==> src/rtl/alu_pipe.sv <==
// alu_pipe: handshaked RV32I ALU with a registered result and zero flag.
//
// An operand pair and opcode are accepted on a valid/ready input channel. One
// result is presented on a valid/ready output channel. Shifts run on a serial
// one-bit-per-cycle shifter unless ALU_FAST_SHIFT_EN is defined. With the macro
// defined, a combinational barrel shifter is used and every opcode has latency 1.
//
// Ports:
//   clk        rising-edge clock
//   rst        asynchronous, active-high reset
//   in_valid   operand/opcode beat is valid
//   in_ready   block can accept a beat this cycle
//   op_a       operand A
//   op_b       operand B; op_b[SHW-1:0] is the shift amount
//   alu_op     4-bit opcode
//   out_valid  result/zero are valid
//   out_ready  consumer accepts the result this cycle
//   result     registered result
//   zero       registered flag, set when result == 0
//   busy       serial shift in progress
//
// Build option: ALU_FAST_SHIFT_EN selects the single-cycle barrel shifter.

module alu_pipe #(
    parameter int unsigned XLEN = 32
) (
    input  logic            clk,
    input  logic            rst,
    input  logic            in_valid,
    output logic            in_ready,
    input  logic [XLEN-1:0] op_a,
    input  logic [XLEN-1:0] op_b,
    input  logic [3:0]      alu_op,
    output logic            out_valid,
    input  logic            out_ready,
    output logic [XLEN-1:0] result,
    output logic            zero,
    output logic            busy
);

    localparam int unsigned SHW = $clog2(XLEN);

    localparam logic [3:0] OpAdd  = 4'b0000;
    localparam logic [3:0] OpSub  = 4'b1000;
    localparam logic [3:0] OpAnd  = 4'b0111;
    localparam logic [3:0] OpOr   = 4'b0110;
    localparam logic [3:0] OpXor  = 4'b0100;
    localparam logic [3:0] OpSll  = 4'b0001;
    localparam logic [3:0] OpSrl  = 4'b0101;
    localparam logic [3:0] OpSra  = 4'b1101;
    localparam logic [3:0] OpSlt  = 4'b0010;
    localparam logic [3:0] OpSltu = 4'b0011;

    typedef enum logic [0:0] {StIdle, StShift} state_e;

    state_e          state_q, state_d;
    logic [XLEN-1:0] result_q, result_d;
    logic            zero_q, zero_d;
    logic            out_valid_q, out_valid_d;
    logic [XLEN-1:0] work_q, work_d;
    logic [SHW-1:0]  cnt_q, cnt_d;
    logic            sh_left_q, sh_left_d;
    logic            sh_arith_q, sh_arith_d;

    logic [SHW-1:0]  shamt;
    logic            accept;
    logic            serial_start;
    logic [XLEN-1:0] alu_res;
    logic [XLEN-1:0] step_res;

    assign shamt  = op_b[SHW-1:0];
    assign accept = in_valid && in_ready;

`ifdef ALU_FAST_SHIFT_EN
    assign serial_start = 1'b0;
`else
    logic is_shift;
    assign is_shift     = (alu_op == OpSll) || (alu_op == OpSrl) || (alu_op == OpSra);
    // A zero shift amount is just a pass-through and stays single-cycle.
    assign serial_start = is_shift && (shamt != '0);
`endif

    // Single-cycle result. In the serial build shifts land in the default arm,
    // which is only reached for shamt == 0 and returns op_a unchanged.
    always_comb begin
        alu_res = op_a;
        case (alu_op)
            OpAdd:   alu_res = op_a + op_b;
            OpSub:   alu_res = op_a - op_b;
            OpAnd:   alu_res = op_a & op_b;
            OpOr:    alu_res = op_a | op_b;
            OpXor:   alu_res = op_a ^ op_b;
`ifdef ALU_FAST_SHIFT_EN
            OpSll:   alu_res = op_a << shamt;
            OpSrl:   alu_res = op_a >> shamt;
            OpSra:   alu_res = $unsigned($signed(op_a) >>> shamt);
`endif
            OpSlt:   alu_res = {{(XLEN-1){1'b0}}, $signed(op_a) < $signed(op_b)};
            OpSltu:  alu_res = {{(XLEN-1){1'b0}}, op_a < op_b};
            default: alu_res = op_a;
        endcase
    end

    // One-bit step of the serial shifter.
    always_comb begin
        if (sh_left_q) begin
            step_res = {work_q[XLEN-2:0], 1'b0};
        end else begin
            step_res = {sh_arith_q & work_q[XLEN-1], work_q[XLEN-1:1]};
        end
    end

    // FSM: state register.
    always_ff @(posedge clk or posedge rst) begin
        if (rst) begin
            state_q <= StIdle;
        end else begin
            state_q <= state_d;
        end
    end

    // FSM: next state.
    always_comb begin
        state_d = state_q;
        case (state_q)
            StIdle:  if (accept && serial_start) state_d = StShift;
            StShift: if (cnt_q == SHW'(1)) state_d = StIdle;
            default: state_d = StIdle;
        endcase
    end

    // FSM: outputs.
    always_comb begin
        in_ready = (state_q == StIdle) && (!out_valid_q || out_ready);
`ifdef ALU_FAST_SHIFT_EN
        busy     = 1'b0;
`else
        busy     = (state_q == StShift);
`endif
    end

    // Datapath next state.
    always_comb begin
        result_d    = result_q;
        zero_d      = zero_q;
        out_valid_d = out_valid_q;
        work_d      = work_q;
        cnt_d       = cnt_q;
        sh_left_d   = sh_left_q;
        sh_arith_d  = sh_arith_q;

        if (out_valid_q && out_ready) begin
            out_valid_d = 1'b0;
        end

        case (state_q)
            StIdle: begin
                if (accept) begin
                    if (serial_start) begin
                        work_d     = op_a;
                        cnt_d      = shamt;
                        sh_left_d  = (alu_op == OpSll);
                        sh_arith_d = (alu_op == OpSra);
                    end else begin
                        // Overrides the consume above: no bubble on back-to-back beats.
                        result_d    = alu_res;
                        zero_d      = (alu_res == '0);
                        out_valid_d = 1'b1;
                    end
                end
            end
            StShift: begin
                work_d = step_res;
                cnt_d  = cnt_q - SHW'(1);
                if (cnt_q == SHW'(1)) begin
                    result_d    = step_res;
                    zero_d      = (step_res == '0);
                    out_valid_d = 1'b1;
                end
            end
            default: ;
        endcase
    end

    always_ff @(posedge clk or posedge rst) begin
        if (rst) begin
            result_q    <= '0;
            zero_q      <= 1'b1;
            out_valid_q <= 1'b0;
            work_q      <= '0;
            cnt_q       <= '0;
            sh_left_q   <= 1'b0;
            sh_arith_q  <= 1'b0;
        end else begin
            result_q    <= result_d;
            zero_q      <= zero_d;
            out_valid_q <= out_valid_d;
            work_q      <= work_d;
            cnt_q       <= cnt_d;
            sh_left_q   <= sh_left_d;
            sh_arith_q  <= sh_arith_d;
        end
    end

    assign result    = result_q;
    assign zero      = zero_q;
    assign out_valid = out_valid_q;

endmodule

==> config.mk <==
export PLATFORM = sky130hd
export DESIGN_NAME = alu_pipe
export DESIGN_NICKNAME = d
export VERILOG_FILES = /design/src/rtl/alu_pipe.sv
export SDC_FILE = /design/constraint.sdc
export NUM_CORES = 1
export LEC_CHECK = 0
export BUFFER_PORTS_ARGS = -buffer_cell sky130_fd_sc_hd__buf_2
export CAP_MARGIN = 20
export CORE_ASPECT_RATIO = 0.75
export CORE_MARGIN = 2
export CORE_UTILIZATION = 46
export DETAILED_ROUTE_END_ITERATION = 10
export PLACE_DENSITY = 0.66
export SLEW_MARGIN = 20
export SYNTH_ARGS = -nofsm -noshare
export SYNTH_HDL_FRONTEND = slang
export SYNTH_SLANG_ARGS = --single-unit
export TNS_END_PERCENT = 1
==> constraint.sdc <==
create_clock -name clk -period 3.4 [get_ports clk]
set_input_delay 0.34 -clock clk [delete_from_list [all_inputs] [get_ports clk]]
set_output_delay 0.34 -clock clk [all_outputs]
set_load 0.02 [all_outputs]
# --- After elaboration in Yosys (flattened, before gate mapping) ---
# Index checks and enable logic that the tools add are counted.
word_totals:
  regBits: 74
  latch_bits: 0
  mem_bits_rw: 0
  romBits: 0
  inputBits: 72
  out_inout_bits: 36
  elab_cells: 72
  mem_count: 0
op_classes:
  n_addsub: 3
  n_mul: 0
  div_mod_pow: 0
  n_lt_le_gt_ge: 2
  eq_ne: 14
  shifts: 0
  mux: 24
  n_bitwise: 5
  n_reduce_logical: 16
op_table:
  columns: ["op", "n"]
  rows:
  - ["$pmux W32 S7", 1]
  - ["$mux W32", 6]
  - ["$pmux W32 S2", 2]
  - ["$logic_not A32 Y1", 2]
  - ["$lt A32 B32 Y1", 2]
  - ["$add A32 B32 Y32", 1]
  - ["$and A32 B32 Y32", 1]
  - ["$or A32 B32 Y32", 1]
  - ["$sub A32 B32 Y32", 1]
  - ["$xor A32 B32 Y32", 1]
  - ["$eq A4 B3 Y1 const B", 4]
  - ["$mux W5", 2]
  - ["$pmux W5 S2", 1]
  - ["$mux W1", 9]
  - ["$eq A4 B2 Y1 const B", 2]
  - ["$eq A4 B4 Y1 const B", 2]
  - ["$ne A2 B2 Y1 const B", 3]
  - ["$pmux W1 S2", 3]
  - ["$reduce_and A3 Y1", 2]
  - ["$eq A5 B1 Y1 const B", 1]
  - ["$logic_and A1 B1 Y1", 5]
  - ["$reduce_bool A5 Y1", 1]
  - ["$sub A5 B1 Y5 const B", 1]
  - ["$eq A4 B1 Y1 const B", 1]
  - ["7 further kinds", 9]

# --- Depth between registers and ports, before layout ---
logic_depth:
  word_depth: 7
  ltp_mapped: 15
  ltp_nobuf: 14

# --- Worst setup path before layout ---
# OpenSTA, ideal clock, no wires.
synth_path:
  path_kind: "in2reg"
  startpoint: "input port op_b[3]"
  endpoint: "register zero_q (netlist: zero)"
  setup_time_ns: 0.086
  arrival_time_ns: 3.473
  t_required_ns: 3.314
  path_slack_ns: -0.159
  path_stages: 13
  n_path_buf: 0
  cell_sequence: "inv_1 -> ha_1 -> o211ai_1 -> o21ai_0 -> a21oi_1 -> a21oi_1 -> nor2_1 -> o311ai_0 -> mux2_2 -> o32ai_1 -> nand4_1 -> or3_1 -> o31ai_2"
synth_via:
  elab_chain_len: 6
  elab_cells_between_ends: 16
  classes_between: "add/sub (2); order compare (2); eq/ne (1); mux (4); bitwise (3); reduce/logical (4)"
synth_lines:
  columns: ["item", "line_no", "rtl"]
  rows:
  - ["start, declared", "32", "input logic [XLEN-1:0] op_b,"]
  - ["$sub A32 B32 Y32, or another cell as far along", "89", "OpSub: alu_res = op_a - op_b;"]
  - ["$pmux W32 S7", "87", "case (alu_op)"]
  - ["$logic_not A32 Y1", "167", "zero_d = (alu_res == '0);"]
  - ["$mux W1", "159", "if (serial_start) begin"]
  - ["$mux W1", "158", "if (accept) begin"]
  - ["$pmux W1 S2", "156", "case (state_q)"]
  - ["end signal, assigned", "196", "zero_q <= zero_d;"]
  - ["end, declared", "58", "logic zero_q, zero_d;"]
# Parallel ways exist; a longest one is shown, timed or not. The select of a mux whose other input is x is not followed.
# A chain may end at the register's enable or synchronous reset.

# --- Final worst setup path ---
layout_path:
  startpoint: "input port alu_op[2]"
  endpoint: "register zero_q (netlist: zero)"
layout_via:
  elab_chain_len: 6
  elab_cells_between_ends: 20
  classes_between: "eq/ne (10); mux (4); reduce/logical (6)"
layout_lines:
  columns: ["item", "line_no", "rtl"]
  rows:
  - ["start, declared", "33", "input logic [3:0] alu_op,"]
  - ["$eq A4 B2 Y1, or another cell as far along", "87", null]
  - ["$pmux W32 S7 / $logic_or A1 B1 Y1 (equally long branches)", "87, 78", null]
  - ["$logic_not A32 Y1 / $logic_or A1 B1 Y1 (equally long branches)", "167, 78", null]
  - ["$mux W1 / $logic_and A1 B1 Y1 (equally long branches)", "159, 80", null]
  - ["$mux W1 / $ne A2 B2 Y1 (equally long branches)", null, null]
  - ["$pmux W1 S2 / $reduce_and A3 Y1 (equally long branches)", null, null]
# Parallel ways exist; a longest one is shown, timed or not. The select of a mux whose other input is x is not followed.

==> metrics <==
status=complete, but fails checks; failing checks=setup timing; total CTS buffers=9; first drt pass iteration count=6; via count=12805; maximum vdd ir drop=540 uV; Via density=6.19; Max stage delay on crit path=0.53 ns; Core Area=21100 sq um; WS Path Type=input pin to flip-flop; unrepaired setup endpoints after global routing=yes; crit path DAT=3.67 ns; layout cell share with drive strength beyond 1=0.374; R2R setup slack=0.37 ns; synth unique cells=81; hold buffers post-CTS=0; gr ovfl total=0; Die Ht=131 microns; crit-path cells=buf_2 > o21ai_0 > nand2_1 > a221oi_1 > o21ai_1 > nor4_2 > or4b_4 > a2111oi_4 > nand4_1 > or3_1 > o31ai_2; Hold Crit Class=input pin to async pin; Placement Cell Area=13400 sq um; Clk pin slew, worst setup/hold paths=0.06 ns; final count of hold timing violations=0; async set-reset flop share out of synthesis=1.00; Final setup viols=1; measured slew at the worst slew-check pin=0.917 ns; initial antenna violation count=0; Leak=6.92 nW; Layout area overhead=47.5%; crit path max fanout=4; CP Capture Type=flip-flop; clock latency at the later pin of the worst-skew pair=0.33 ns; antenna cells=0; largest net degree at the start of global routing=54; crit path max-delay cell type=or4b_4; hold_ws=0.156 ns; H-tree Lvls=3; Worst Skew=0.00924 ns; root buffer cell=clkbuf_16; CTS sink cnt=74; I/O pin total=108; Seq cells post-synth=74; Worst slew margin=0.389; Iter 0 DRT Violations=1671; Final min period=3.41 ns; Warnings, synthesis=0; Setup WS pre-CTS=-0.965 ns; Fillers=1815; vias in the first global route=11742; Slew Limit Fails=0; Nets=1964; row count=46; Setup TNS Final=-0.0146 ns; Mapped Cells=1341; Post-synth EDFFs=0; Post-Syn Area per Cell=7.37 sq um; post-route ant nets=0; slack of the critical path=-0.0146 ns; register area share after synthesis=0.188; maximum buffer depth of the clock tree=2; Die W=173 microns; Worst Path Required=3.65 ns; Final Cell Area=14600 sq um; first-pass GRT wire length=69.1 mm; syn nets=1530; Die Area=22700 sq um; fin crit share=1.00; gr usage total=0.396; Residual DRC=0; CTS tree=done; Syn Std Cell Area=9880 sq um; final WL=46.8 mm; Most used DFF post-synth=dfrtp_1; # Max-Cap Violations=0; CP startpoint kind=input pin; Placer Congestion=1.07; PortBufs=107; drt wl/cell=22.6 microns; top achievable clock speed=0.293 GHz; pwr/cell area=449 nW/um^2; hpwl dp=37.0 mm; starting density of the core=0.468
[metal layers]
metal	wire length [microns]	track usage	vias up
met1	20000	0.557	6047
met2	19900	0.612	849
met4	1430	0.0972	0
li1	-	-	5793
met5	0	0	-
met3	5380	0.0943	116
[cells by family after synthesis]
kind of cell    synth area share
flops                      0.188
buf+inv                   0.0771
mux                       0.0484
fa+ha+maj                  0.150
compound gates             0.311
simple gates               0.209
xor+xnor                  0.0168
[report_power, final]
part / total (mW) / switching [mW] / internal (mW)
clock network: 1.10 / 0.382 / 0.717
registers: 1.65 / 0.375 / 1.27
logic: 3.79 / 2.25 / 1.54
[metrics by stage]
step | power [mW] | util | instances
after global routing | 6.88 | 0.690 | 2067
after floorplan | 3.58 | - | 1341
after global placement | 5.04 | 0.632 | 2034
after CTS | 6.29 | 0.664 | 2055
after detailed placement | 5.11 | 0.632 | 2034
final | 6.54 | 0.690 | 2067
[cells in the mapped netlist, types with 15 or more instances]
library cell | number | area (sq um)
nand2_1 | 143 | 537
ha_1 | 115 | 1440
nor2_1 | 112 | 420
inv_1 | 104 | 390
a21oi_1 | 102 | 510
o21ai_0 | 89 | 445
dfrtp_1 | 73 | 1830
clkbuf_1 | 64 | 240
mux2i_1 | 41 | 410
nand3_1 | 33 | 165
nor3_1 | 32 | 160
nand4_1 | 26 | 163
o211ai_1 | 25 | 188
a221o_1 | 24 | 240
a31oi_1 | 22 | 138
a211oi_1 | 21 | 158
nor4_1 | 20 | 125
a21o_1 | 16 | 120
o31ai_1 | 16 | 120
xnor2_1 | 16 | 140
nor2b_1 | 15 | 93.8
[what timing repair did]
action	in CTS	in global routing
pin swaps	23	51
buffers inserted	6	13
setup endpoints to repair	8	9
resized for setup	61	99
[placed cells by master, fill, tap and decap left out, drive strengths merged, types with 26 or more instances in the layout]
cell type	instances
mux2i	41
nor2	113
inv	104
nand3	33
ha	115
dfrtp	73
o21ai	91
nand4	26
a21oi	103
nand2	143
buf	512
nor3	33
[area by class of cell]
cell class	instances	area [sq um]	area share
Timing Repair Buffer	512	3670	0.252
Clock inverter	6	115	0.00790
Multi-Input combinational cell	1072	7930	0.544
Inverter	106	413	0.0283
Clock buffer	9	225	0.0155
Tap cell	288	360	0.0247
Sequential cell	74	1850	0.127
[worst max-delay path, delay by kind of cell]
family | cells | cell delay, ns
buf+inv | 1 | 0.10
simple gates | 5 | 1.64
compound gates | 5 | 1.58
[registers in the layout, indices dropped and copies added, names as in the netlist]
| register | count |
|---|---|
| out_valid | 1 |
| busy | 1 |
| result | 32 |
| zero | 1 |
| work_q | 32 |
| sh_arith_q | 1 |
| cnt_q | 5 |
| sh_left_q | 1 |
[worst paths after layout]
| check | from | endpoint | depth (start not counted) |
|---|---|---|---|
| hold reg to reg | result[24] | result[24] | 2 |
| max in group asynchronous | rst | cnt_q[4] | 3 |
| setup / recovery | alu_op[2] | zero | 11 |
| hold / removal | rst | result[25] | 2 |
| min in group clk | out_ready | out_valid | 3 |
| setup reg to reg | cnt_q[1] | zero | 11 |
No activity file was read; power rests on OpenSTA's default activity.
